### src/rtl/apb_cmd_arbiter.sv
// ---------------------------------------------------------------------------
// apb_cmd_arbiter
//
// Round-robin arbiter that shares a single APB master command port between
// NUM_REQ requesters. One command is latched at a time, forwarded to the
// master, and the grant is held until the APB transfer completes (m_done)
// or the WAIT phase times out. The owner then gets a one-cycle response
// pulse and priority rotates to the requester after it.
//
// Handshake semantics (all valid/ready pairs on this block):
//   A transfer happens on a rising clk edge where valid and ready are both 1.
//   The source holds valid and its payload stable until that edge; valid
//   must not depend on ready. On the requester side ready (req_rdy) is a
//   combinational function of req_vld while IDLE; on the master side valid
//   (m_cmd_vld) is registered and held until m_cmd_rdy is seen.
//
// Ports:
//   clk, rst     : rising-edge clock, asynchronous active-high reset
//   req_cmd      : packed {rw, addr, data} per requester, slice i*CMD_WIDTH
//   req_vld      : per-requester command valid
//   req_rdy      : one-hot acceptance strobe (Mealy, IDLE only)
//   rsp_vld      : one-hot, one-cycle completion pulse to the owner
//   rsp_rdata    : read data (0 for writes / timeouts), valid with rsp_vld
//   rsp_err      : timeout flag, valid with rsp_vld
//   m_cmd        : command to the APB master, valid with m_cmd_vld
//   m_cmd_vld    : master command valid (ISSUE)
//   m_cmd_rdy    : master accepts the command
//   m_rdata      : APB read data, sampled with m_done
//   m_done       : one-cycle completion pulse from the master
//   transfer     : master transfer enable (ISSUE and WAIT)
//   grant_id     : index of the current owner
//   busy         : high whenever the FSM is not IDLE
//   state_dbg    : raw FSM state for observation
// ---------------------------------------------------------------------------
module apb_cmd_arbiter #(
    parameter int NUM_REQ    = 4,
    parameter int DATA_WIDTH = 32,
    parameter int ADDR_WIDTH = 12,
    parameter int CMD_WIDTH  = DATA_WIDTH + ADDR_WIDTH + 1,
    parameter int TIMEOUT    = 64
) (
    input  logic                         clk,
    input  logic                         rst,
    input  logic [NUM_REQ*CMD_WIDTH-1:0] req_cmd,
    input  logic [NUM_REQ-1:0]           req_vld,
    output logic [NUM_REQ-1:0]           req_rdy,
    output logic [NUM_REQ-1:0]           rsp_vld,
    output logic [DATA_WIDTH-1:0]        rsp_rdata,
    output logic                         rsp_err,
    output logic [CMD_WIDTH-1:0]         m_cmd,
    output logic                         m_cmd_vld,
    input  logic                         m_cmd_rdy,
    input  logic [DATA_WIDTH-1:0]        m_rdata,
    input  logic                         m_done,
    output logic                         transfer,
    output logic [$clog2(NUM_REQ)-1:0]   grant_id,
    output logic                         busy,
    output logic [1:0]                   state_dbg
);

    localparam int GW  = $clog2(NUM_REQ);
    localparam int TCW = $clog2(TIMEOUT);

    typedef enum logic [1:0] {
        S_IDLE  = 2'd0,
        S_ISSUE = 2'd1,
        S_WAIT  = 2'd2,
        S_RESP  = 2'd3
    } state_t;

    state_t                  state;
    state_t                  state_nx;
    logic [GW-1:0]           ptr;
    logic [TCW-1:0]          tcnt;
    logic [CMD_WIDTH-1:0]    cmd_q;
    logic [DATA_WIDTH-1:0]   rsp_rdata_q;
    logic                    rsp_err_q;

    logic                    win_found;
    logic [GW-1:0]           win_idx;
    logic                    timeout_hit;
    logic                    cmd_is_write;
    logic [GW-1:0]           ptr_nx;

    // -----------------------------------------------------------------------
    // Round-robin search: first asserted req_vld at or above ptr, wrapping
    // modulo NUM_REQ (which need not be a power of two).
    // -----------------------------------------------------------------------
    always_comb begin : arb_search
        int cand;
        win_found = 1'b0;
        win_idx   = '0;
        cand      = 0;
        for (int i = 0; i < NUM_REQ; i++) begin
            cand = int'(ptr) + i;
            if (cand >= NUM_REQ) begin
                cand = cand - NUM_REQ;
            end
            if (!win_found && req_vld[GW'(cand)]) begin
                win_found = 1'b1;
                win_idx   = GW'(cand);
            end
        end
    end

    assign timeout_hit  = (tcnt == TCW'(TIMEOUT - 1));
    assign cmd_is_write = cmd_q[CMD_WIDTH-1];
    assign ptr_nx       = (grant_id == GW'(NUM_REQ - 1)) ? '0 : grant_id + 1'b1;

    // -----------------------------------------------------------------------
    // FSM state register
    // -----------------------------------------------------------------------
    always_ff @(posedge clk or posedge rst) begin
        if (rst) begin
            state <= S_IDLE;
        end else begin
            state <= state_nx;
        end
    end

    // -----------------------------------------------------------------------
    // Next-state logic. m_cmd_rdy only matters in ISSUE, m_done only in WAIT.
    // In WAIT, m_done takes precedence over a coincident timeout.
    // -----------------------------------------------------------------------
    always_comb begin
        state_nx = state;
        case (state)
            S_IDLE: begin
                if (win_found) begin
                    state_nx = S_ISSUE;
                end
            end
            S_ISSUE: begin
                if (m_cmd_rdy) begin
                    state_nx = S_WAIT;
                end
            end
            S_WAIT: begin
                if (m_done || timeout_hit) begin
                    state_nx = S_RESP;
                end
            end
            S_RESP: begin
                state_nx = S_IDLE;
            end
            default: begin
                state_nx = S_IDLE;
            end
        endcase
    end

    // -----------------------------------------------------------------------
    // Datapath registers: latched command, owner, timeout counter, pointer
    // and the response captured at the end of WAIT.
    // -----------------------------------------------------------------------
    always_ff @(posedge clk or posedge rst) begin
        if (rst) begin
            ptr         <= '0;
            tcnt        <= '0;
            cmd_q       <= '0;
            grant_id    <= '0;
            rsp_rdata_q <= '0;
            rsp_err_q   <= 1'b0;
        end else begin
            case (state)
                S_IDLE: begin
                    if (win_found) begin
                        cmd_q    <= req_cmd[win_idx*CMD_WIDTH +: CMD_WIDTH];
                        grant_id <= win_idx;
                    end
                end
                S_WAIT: begin
                    tcnt <= tcnt + 1'b1;
                    if (m_done) begin
                        // Writes return no data.
                        rsp_rdata_q <= cmd_is_write ? '0 : m_rdata;
                        rsp_err_q   <= 1'b0;
                    end else if (timeout_hit) begin
                        rsp_rdata_q <= '0;
                        rsp_err_q   <= 1'b1;
                    end
                end
                S_RESP: begin
                    ptr  <= ptr_nx;
                    tcnt <= '0;
                end
                default: begin
                end
            endcase
        end
    end

    // -----------------------------------------------------------------------
    // Outputs. req_rdy is the only Mealy output; it is also forced low while
    // rst is asserted so that every output reads 0 during reset even if a
    // requester keeps req_vld high.
    // -----------------------------------------------------------------------
    always_comb begin
        req_rdy = '0;
        if (!rst && (state == S_IDLE) && win_found) begin
            req_rdy[win_idx] = 1'b1;
        end
    end

    always_comb begin
        rsp_vld = '0;
        if (state == S_RESP) begin
            rsp_vld[grant_id] = 1'b1;
        end
    end

    assign rsp_rdata = (state == S_RESP) ? rsp_rdata_q : '0;
    assign rsp_err   = (state == S_RESP) ? rsp_err_q : 1'b0;
    assign m_cmd_vld = (state == S_ISSUE);
    assign m_cmd     = (state == S_ISSUE) ? cmd_q : '0;
    assign transfer  = (state == S_ISSUE) || (state == S_WAIT);
    assign busy      = (state != S_IDLE);
    assign state_dbg = state;

endmodule

### config.mk
export PLATFORM = sky130hd
export DESIGN_NAME = apb_cmd_arbiter
export DESIGN_NICKNAME = d
export VERILOG_FILES = /design/src/rtl/apb_cmd_arbiter.sv
export SDC_FILE = /design/constraint.sdc
export NUM_CORES = 1
export LEC_CHECK = 0
export CAP_MARGIN = 10
export CORE_MARGIN = 2
export CORE_UTILIZATION = 43
export DETAILED_ROUTE_END_ITERATION = 8
export PLACE_DENSITY_LB_ADDON = 0.3
export SLEW_MARGIN = 30
export SYNTH_ARGS = -nofsm -noshare
export SYNTH_HDL_FRONTEND = slang
export SYNTH_SLANG_ARGS = --single-unit
### constraint.sdc
create_clock -name clk -period 10.3 [get_ports clk]
set_input_delay 2.06 -clock clk [delete_from_list [all_inputs] [get_ports clk]]
set_output_delay 2.06 -clock clk [all_outputs]
set_load 0.005 [all_outputs]
**Yosys cells after proc, flatten, opt, wreduce, memory -nomap -nowiden**

Index checks and enable logic that the tools add are counted.

- Add/subtract/negate cells: 9
- Multipliers: 1
- Magnitude comparators: 12
- Equality and inequality tests: 8
- Shift-type cells: 1
- Multiplexer cells: 44
- Reductions and logical operators: 20

Operators with widths:

| cell | count |
|---|---|
| variable part select 180 x 9 -> 45 bit | 1 |
| 2-to-1 mux 32 bit | 4 |
| 2-to-1 mux 45 bit | 1 |
| 2-to-1 mux 2 bit | 12 |
| 2-to-1 mux 1 bit | 17 |
| < comparator 2 x 4 -> 1 bit (second input constant) | 4 |
| one-hot mux 6 bit (2 select lines) | 1 |
| greater-or-equal comparator 3 bit (second input constant) | 3 |
| binary-select mux 1 bit (select 2 bit) | 4 |
| multiplier 2 x 6 -> 8 bit (second input constant) | 1 |
| 2-to-1 mux 4 bit | 2 |
| one-hot mux 2 bit (4 select lines) | 1 |
| subtractor 2 x 1 -> 2 bit (second input constant) | 4 |
| logical AND 1 bit | 7 |
| adder 2 x 2 -> 3 bit (second input constant) | 2 |
| adder 6 x 1 -> 6 bit (second input constant) | 1 |
| equality test 2 bit (second input constant) | 3 |
| equality test 6 bit (second input constant) | 1 |
| < comparator 2 x 3 -> 1 bit (second input constant) | 2 |
| nonzero test 2 bit | 3 |
| demux 1 bit (select 2 bit) | 2 |
| greater-or-equal comparator 2 x 1 -> 1 bit (second input constant) | 2 |
| zero test 1 bit | 4 |
| != test 2 bit (second input constant) | 2 |
| 9 further kinds | 11 |

- Register bits after elaboration: 90
- Output and inout bits: 93
- Logic and storage cells: 102

**Longest topological paths before layout**

- Depth in word-level cells: 20
- Mapped depth: 8

**Worst setup path before layout**

Ideal clock, no wire load.

- Kind: input to output
- Start point: input port rst
- End point: output port req_rdy[0]
- Arrival time: 4.352 ns
- Path slack: 3.888 ns
- Stages on the path: 2
- Buffers on the path: 0
- Cell sequence: inv_1 and3_1

- Word-level cells in the longest chain between the ends: 4

Ends and longest elaborated chain:

| what | line | source |
|---|---|---|
| from (decl) | 43 | `input logic rst,` |
| zero test 1 bit | 200 | `if (!rst && (state == S_IDLE) && win_found) begin` |
| logical AND 1 bit (2 in a row) | 200 |  |
| 2-to-1 mux 4 bit | 200 |  |
| to (decl) | 46 | `output logic [NUM_REQ-1:0] req_rdy,` |

Every way passes these cells.

**Worst setup path after layout**

- Start point: input port req_vld[3]
- End point: output port req_rdy[1]

- Word-level cells in the longest chain between the ends: 18
- Elaborated cells between the ends (all ways): 33
- Those cells by class: 2 x order compare; 23 x mux; 8 x reduce/logical

Ends and longest elaborated chain:

| what | line | source |
|---|---|---|
| from (decl) | 45 | `input logic [NUM_REQ-1:0] req_vld,` |
| binary-select mux 1 bit (select 2 bit) | 99 | `if (!win_found && req_vld[GW'(cand)]) begin` |
| 2-to-1 mux 1 bit (implied by the code) (2 in a row) | 99 |  |
| 2-to-1 mux 1 bit | 99 |  |
| zero test 1 bit | 99 |  |
| logical AND 1 bit | 99 |  |
| 2-to-1 mux 1 bit | 99 |  |
| zero test 1 bit | 99 |  |
| logical AND 1 bit | 99 |  |
| 2-to-1 mux 1 bit | 99 |  |
| zero test 1 bit | 99 |  |
| logical AND 1 bit | 99 |  |
| 2-to-1 mux 2 bit | 99 |  |
| < comparator 2 x 3 -> 1 bit (implied by the code) or greater-or-equal comparator 2 x 1 -> 1 bit (tied branches) | 201 | `req_rdy[win_idx] = 1'b1;` |
| logical AND 1 bit (implied by the code) | 201 |  |
| 2-to-1 mux 1 bit (implied by the code) | 201 |  |
| demux 1 bit (select 2 bit) | 201 |  |
| 2-to-1 mux 4 bit * | 200 |  |

Every way passes the cells marked *; elsewhere a longest branch is shown, timed or not. The select of a mux whose other input is x is not followed.

==> impl_metrics.py <==
metrics = {
    "sta": {
        "worst-slew-pin-transition_ns": 0.923,
        "period_share": 0.626,
        "period_needed_ns": 6.45,
        "max_freq_mhz": 155,
        "clock-skew-final_ns": 0.0109,
        "grt_setup_unrepaired": "no",
        "setup_viol": 0,
        "finalMaxSlewViolations": 0,
        "slew_headroom": 0.381,
        "total_negative_setup_slacks_ns": 0,
        "hold_viol": 0,
    },
    "yosys": {
        "synth_largest_type_area_fraction": 0.384,
        "number_of_enable_type_register_cells_in_the_synthesized_netlist": 0,
        "netlist_instances": 636,
        "synth-seq-area-share": 0.384,
        "largest_area_contributor_in_the_synthesized_netlist": "sky130_fd_sc_hd__dfrtp_1",
        "mappedNetlistNets": 865,
        "postSynth.asyncResetShare": 1.00,
        "synthTopCellsByArea": "sky130_fd_sc_hd__dfrtp_1 (38%), sky130_fd_sc_hd__and2_1 (8.9%), sky130_fd_sc_hd__mux2i_1 (7.9%), sky130_fd_sc_hd__o21ai_0 (7.2%), sky130_fd_sc_hd__a221oi_2 (5.6%)",
        "yosysWarningCount": 0,
        "synth-seq-cells": 90,
        "synth_cell_type_count": 39,
        "syn-mean-instance-area_um2": 9.21,
        "synth-main-ff-cell": "sky130_fd_sc_hd__dfrtp_1",
        "post_synthesis_instance_area_um2": 5860,
    },
    "worst_setup_path": {
        "crit_top_cell": "sky130_fd_sc_hd__clkdlybuf4s50_1",
        "worst-endpoint-arrival_ns": 4.39,
        "reg2reg_setup_slack_ns": 7.64,
        "worst_r2r_path_depth": 6,
        "worst_r2r_startpoint": "ptr[1]$_DFFE_PP0P_",
        "crit_required_ns": 8.24,
        "critPathCapture": "req_rdy[1]",
        "worstSetupEndpointType": "primary output",
        "critical_path_peak_fanout": 35,
        "worst_setup_path_startpoint": "req_vld[3]",
        "ff_to_ff_end": "cmd_q[44]$_DFFE_PP0P_",
        "crit_path_top_delay_cell": "sky130_fd_sc_hd__clkdlybuf4s50_1",
        "element_type_at_the_critical_path_start": "input pin",
        "worstPathCellList": "clkdlybuf4s50_1 -> nor2_1 -> o221a_2 -> buf_4 -> and3_1 -> clkdlybuf4s50_1",
        "delay_contributed_by_the_slowest_stage_of_the_critical_path_ns": 0.64,
        "crit_path_kind": "in2out",
    },
    "layout": {
        "finalNetCount": 1139,
        "fillers": 1022,
        "register_area_um2": 2250,
        "finalNonFillerCells": 1091,
        "diodes": 0,
        "final_cell_mix": "sky130_fd_sc_hd__clkdlybuf4s50_1 (312), sky130_fd_sc_hd__dfrtp_1 (90), sky130_fd_sc_hd__o21ai_0 (84)",
        "area_growth_syn_to_layout_pct": 58.2,
        "fin_util": 0.697,
        "multi_input_area_um2": 3270,
        "final_layout_size_suffix_gt1_frac": 0.0852,
        "layout.cells.most_common": "sky130_fd_sc_hd__clkdlybuf4s50_1",
    },
    "die": {
        "floorplan.die_area_um2": 14600,
        "starting_utilization_of_the_core_area": 0.441,
        "num_io_pins": 313,
        "num_rows": 42,
        "height_of_the_die_um": 121,
        "core_area_um2": 13300,
        "dieWidth_um": 121,
    },
    "grt": {
        "number_of_global_route_vias_before_repair": 6113,
        "grt_antenna_before_repair": 0,
        "gr-total-overflow": 0,
        "grt_pass1_wl_um": 31000,
        "global_route.usage.total": 0.269,
        "largest_net_degree_at_the_start_of_global_routing": 71,
    },
    "clocking": {
        "clock_slew_seen_by_the_registers_of_the_worst_setup_and_hold_paths_ns": 0.08,
        "cts_max_level": 3,
        "cts.root.buffer_cell": "sky130_fd_sc_hd__clkbuf_16",
        "cts_resized": 0,
        "tritoncts": "done",
        "cts-buffers-inserted": 9,
        "clockBufferDepth": 2,
        "worst_skew_pair.late_latency_ns": 0.34,
        "cts-hold-fix-buffers": 0,
        "cts.repair_timing.setup_buffer_count": 0,
        "tritoncts_num_sinks": 90,
    },
    "placed_design": {
        "portBuffers": 312,
        "dp_hpwl_um": 15100,
        "globalplace.congestion": 0.831,
        "placedCellCount": 1075,
    },
    "detailed_routing": {
        "drt_first_pass_iters": 5,
        "wl_per_cell_um": 18.6,
        "dr.first_iter.drc_count": 319,
        "routed-via-count": 5905,
        "totalWireLength_um": 20300,
        "route.detailed.drc": 0,
        "detail-route-antenna-nets": 0,
        "vias_per_cell": 5.41,
    },
    "power_and_ir_drop": {
        "power_per_cell_area_nw_per_um2": 232,
        "power_leakage_nw": 3.76,
        "power.total_w": 0.00215,
        "vdd_drop_max_uv": 129,
    },
    "run": {
        "cap_violations": 0,
    },
    "min_path": {
        "worstHoldPathType": "reg2reg",
    },
    "outcome": {
        "run_status": "complete, no violations",
    },
}
state kept, by name (all words and copies together), names as in the netlist:
name,flops
rsp_rdata_q,32
grant_id,2
state_dbg,2
cmd_q,45
tcnt,6
rsp_err_q,1
ptr,2
layout make-up:
cell class | instances | area share
Clock inverter | 7 | 0.00905
Sequential cell | 90 | 0.243
Multi-Input combinational cell | 481 | 0.353
Inverter | 8 | 0.00351
Clock buffer | 9 | 0.0243
Tap cell | 176 | 0.0238
Timing Repair Buffer | 320 | 0.343
synthesized netlist by cell type (2+ instances only):
cell and count:
sky130_fd_sc_hd__and2_1 83, sky130_fd_sc_hd__dfrtp_1 90, sky130_fd_sc_hd__o22ai_1 31, sky130_fd_sc_hd__a21oi_1 2
sky130_fd_sc_hd__nand4_1 2, sky130_fd_sc_hd__a221oi_1 23, sky130_fd_sc_hd__o21ai_0 84, sky130_fd_sc_hd__ha_1 9
sky130_fd_sc_hd__nand2b_1 3, sky130_fd_sc_hd__xor2_1 3, sky130_fd_sc_hd__nand2_1 74, sky130_fd_sc_hd__and3_1 5
sky130_fd_sc_hd__nor2_1 55, sky130_fd_sc_hd__buf_2 14, sky130_fd_sc_hd__mux2_2 2, sky130_fd_sc_hd__a221oi_2 22
sky130_fd_sc_hd__buf_12 4, sky130_fd_sc_hd__mux2i_1 46, sky130_fd_sc_hd__nor2b_1 6, sky130_fd_sc_hd__clkbuf_1 30
sky130_fd_sc_hd__nor3_1 2, sky130_fd_sc_hd__inv_1 8, sky130_fd_sc_hd__o22ai_2 15, sky130_fd_sc_hd__buf_6 5
sky130_fd_sc_hd__buf_4 4
critical path, delay by kind of cell:
| family | cells | cell delay, ns |
|---|---|---|
| buffers and inverters | 3 | 1.55 |
| AND/OR/NAND/NOR | 2 | 0.51 |
| AO/OA/AOI/OAI | 1 | 0.23 |
where the power goes:
| part | switching [W] | internal [W] |
|---|---|---|
| sequential | 0.000103 | 0.000499 |
| combinational | 0.000602 | 0.000594 |
| clock | 0.000154 | 0.000194 |
| total | 0.000859 | 0.00129 |
logic make-up (layout without fill, tap and decap cells):
logic type / Yosys count / in the layout / synth area share
AO/OA/AOI/OAI: 186 / 186 / 0.245
XOR/XNOR: 4 / 4 / 0.00598
adder cells (fa/ha/maj): 9 / 9 / 0.0192
buffers and inverters: 65 / 344 / 0.0647
flip-flops: 90 / 90 / 0.384
multiplexers: 48 / 48 / 0.0824
AND/OR/NAND/NOR: 234 / 234 / 0.198
how the worst min path moves through the flow:
stage / start / end / slack (ns) / depth (start not counted)
after floorplan: rsp_rdata_q[26]$_DFFE_PP0P_ / rsp_rdata_q[26]$_DFFE_PP0P_ / 0.44 / 2
after global placement: rsp_rdata_q[4]$_DFFE_PP0P_ / rsp_rdata_q[4]$_DFFE_PP0P_ / 0.46 / 2
after detailed placement: rsp_rdata_q[2]$_DFFE_PP0P_ / rsp_rdata_q[2]$_DFFE_PP0P_ / 0.46 / 2
after CTS: rsp_rdata_q[17]$_DFFE_PP0P_ / rsp_rdata_q[17]$_DFFE_PP0P_ / 0.48 / 2
after global routing: rsp_rdata_q[12]$_DFFE_PP0P_ / rsp_rdata_q[12]$_DFFE_PP0P_ / 0.49 / 2
final: rsp_rdata_q[17]$_DFFE_PP0P_ / rsp_rdata_q[17]$_DFFE_PP0P_ / 0.48 / 2
through the flow:
stage,setup WS (ns),hold WS [ns],instance area [um^2]
2_1_floorplan,3.89,0.442,5860
3_3_place_gp,3.96,0.457,8940
3_5_place_dp,3.88,0.462,8950
4_1_cts,3.89,0.482,9260
5_1_grt,3.79,0.494,9270
6_report,3.85,0.476,9270
layer usage:
metal | track usage | part of all wire | vias to the layer above
li1 | - | - | 2805
met3 | 0.0495 | 0.064 | 54
met5 | 0 | 0 | -
met2 | 0.469 | 0.50 | 263
met1 | 0.325 | 0.41 | 2783
met4 | 0.114 | 0.032 | 0
(Power assumes the default switching activity.)
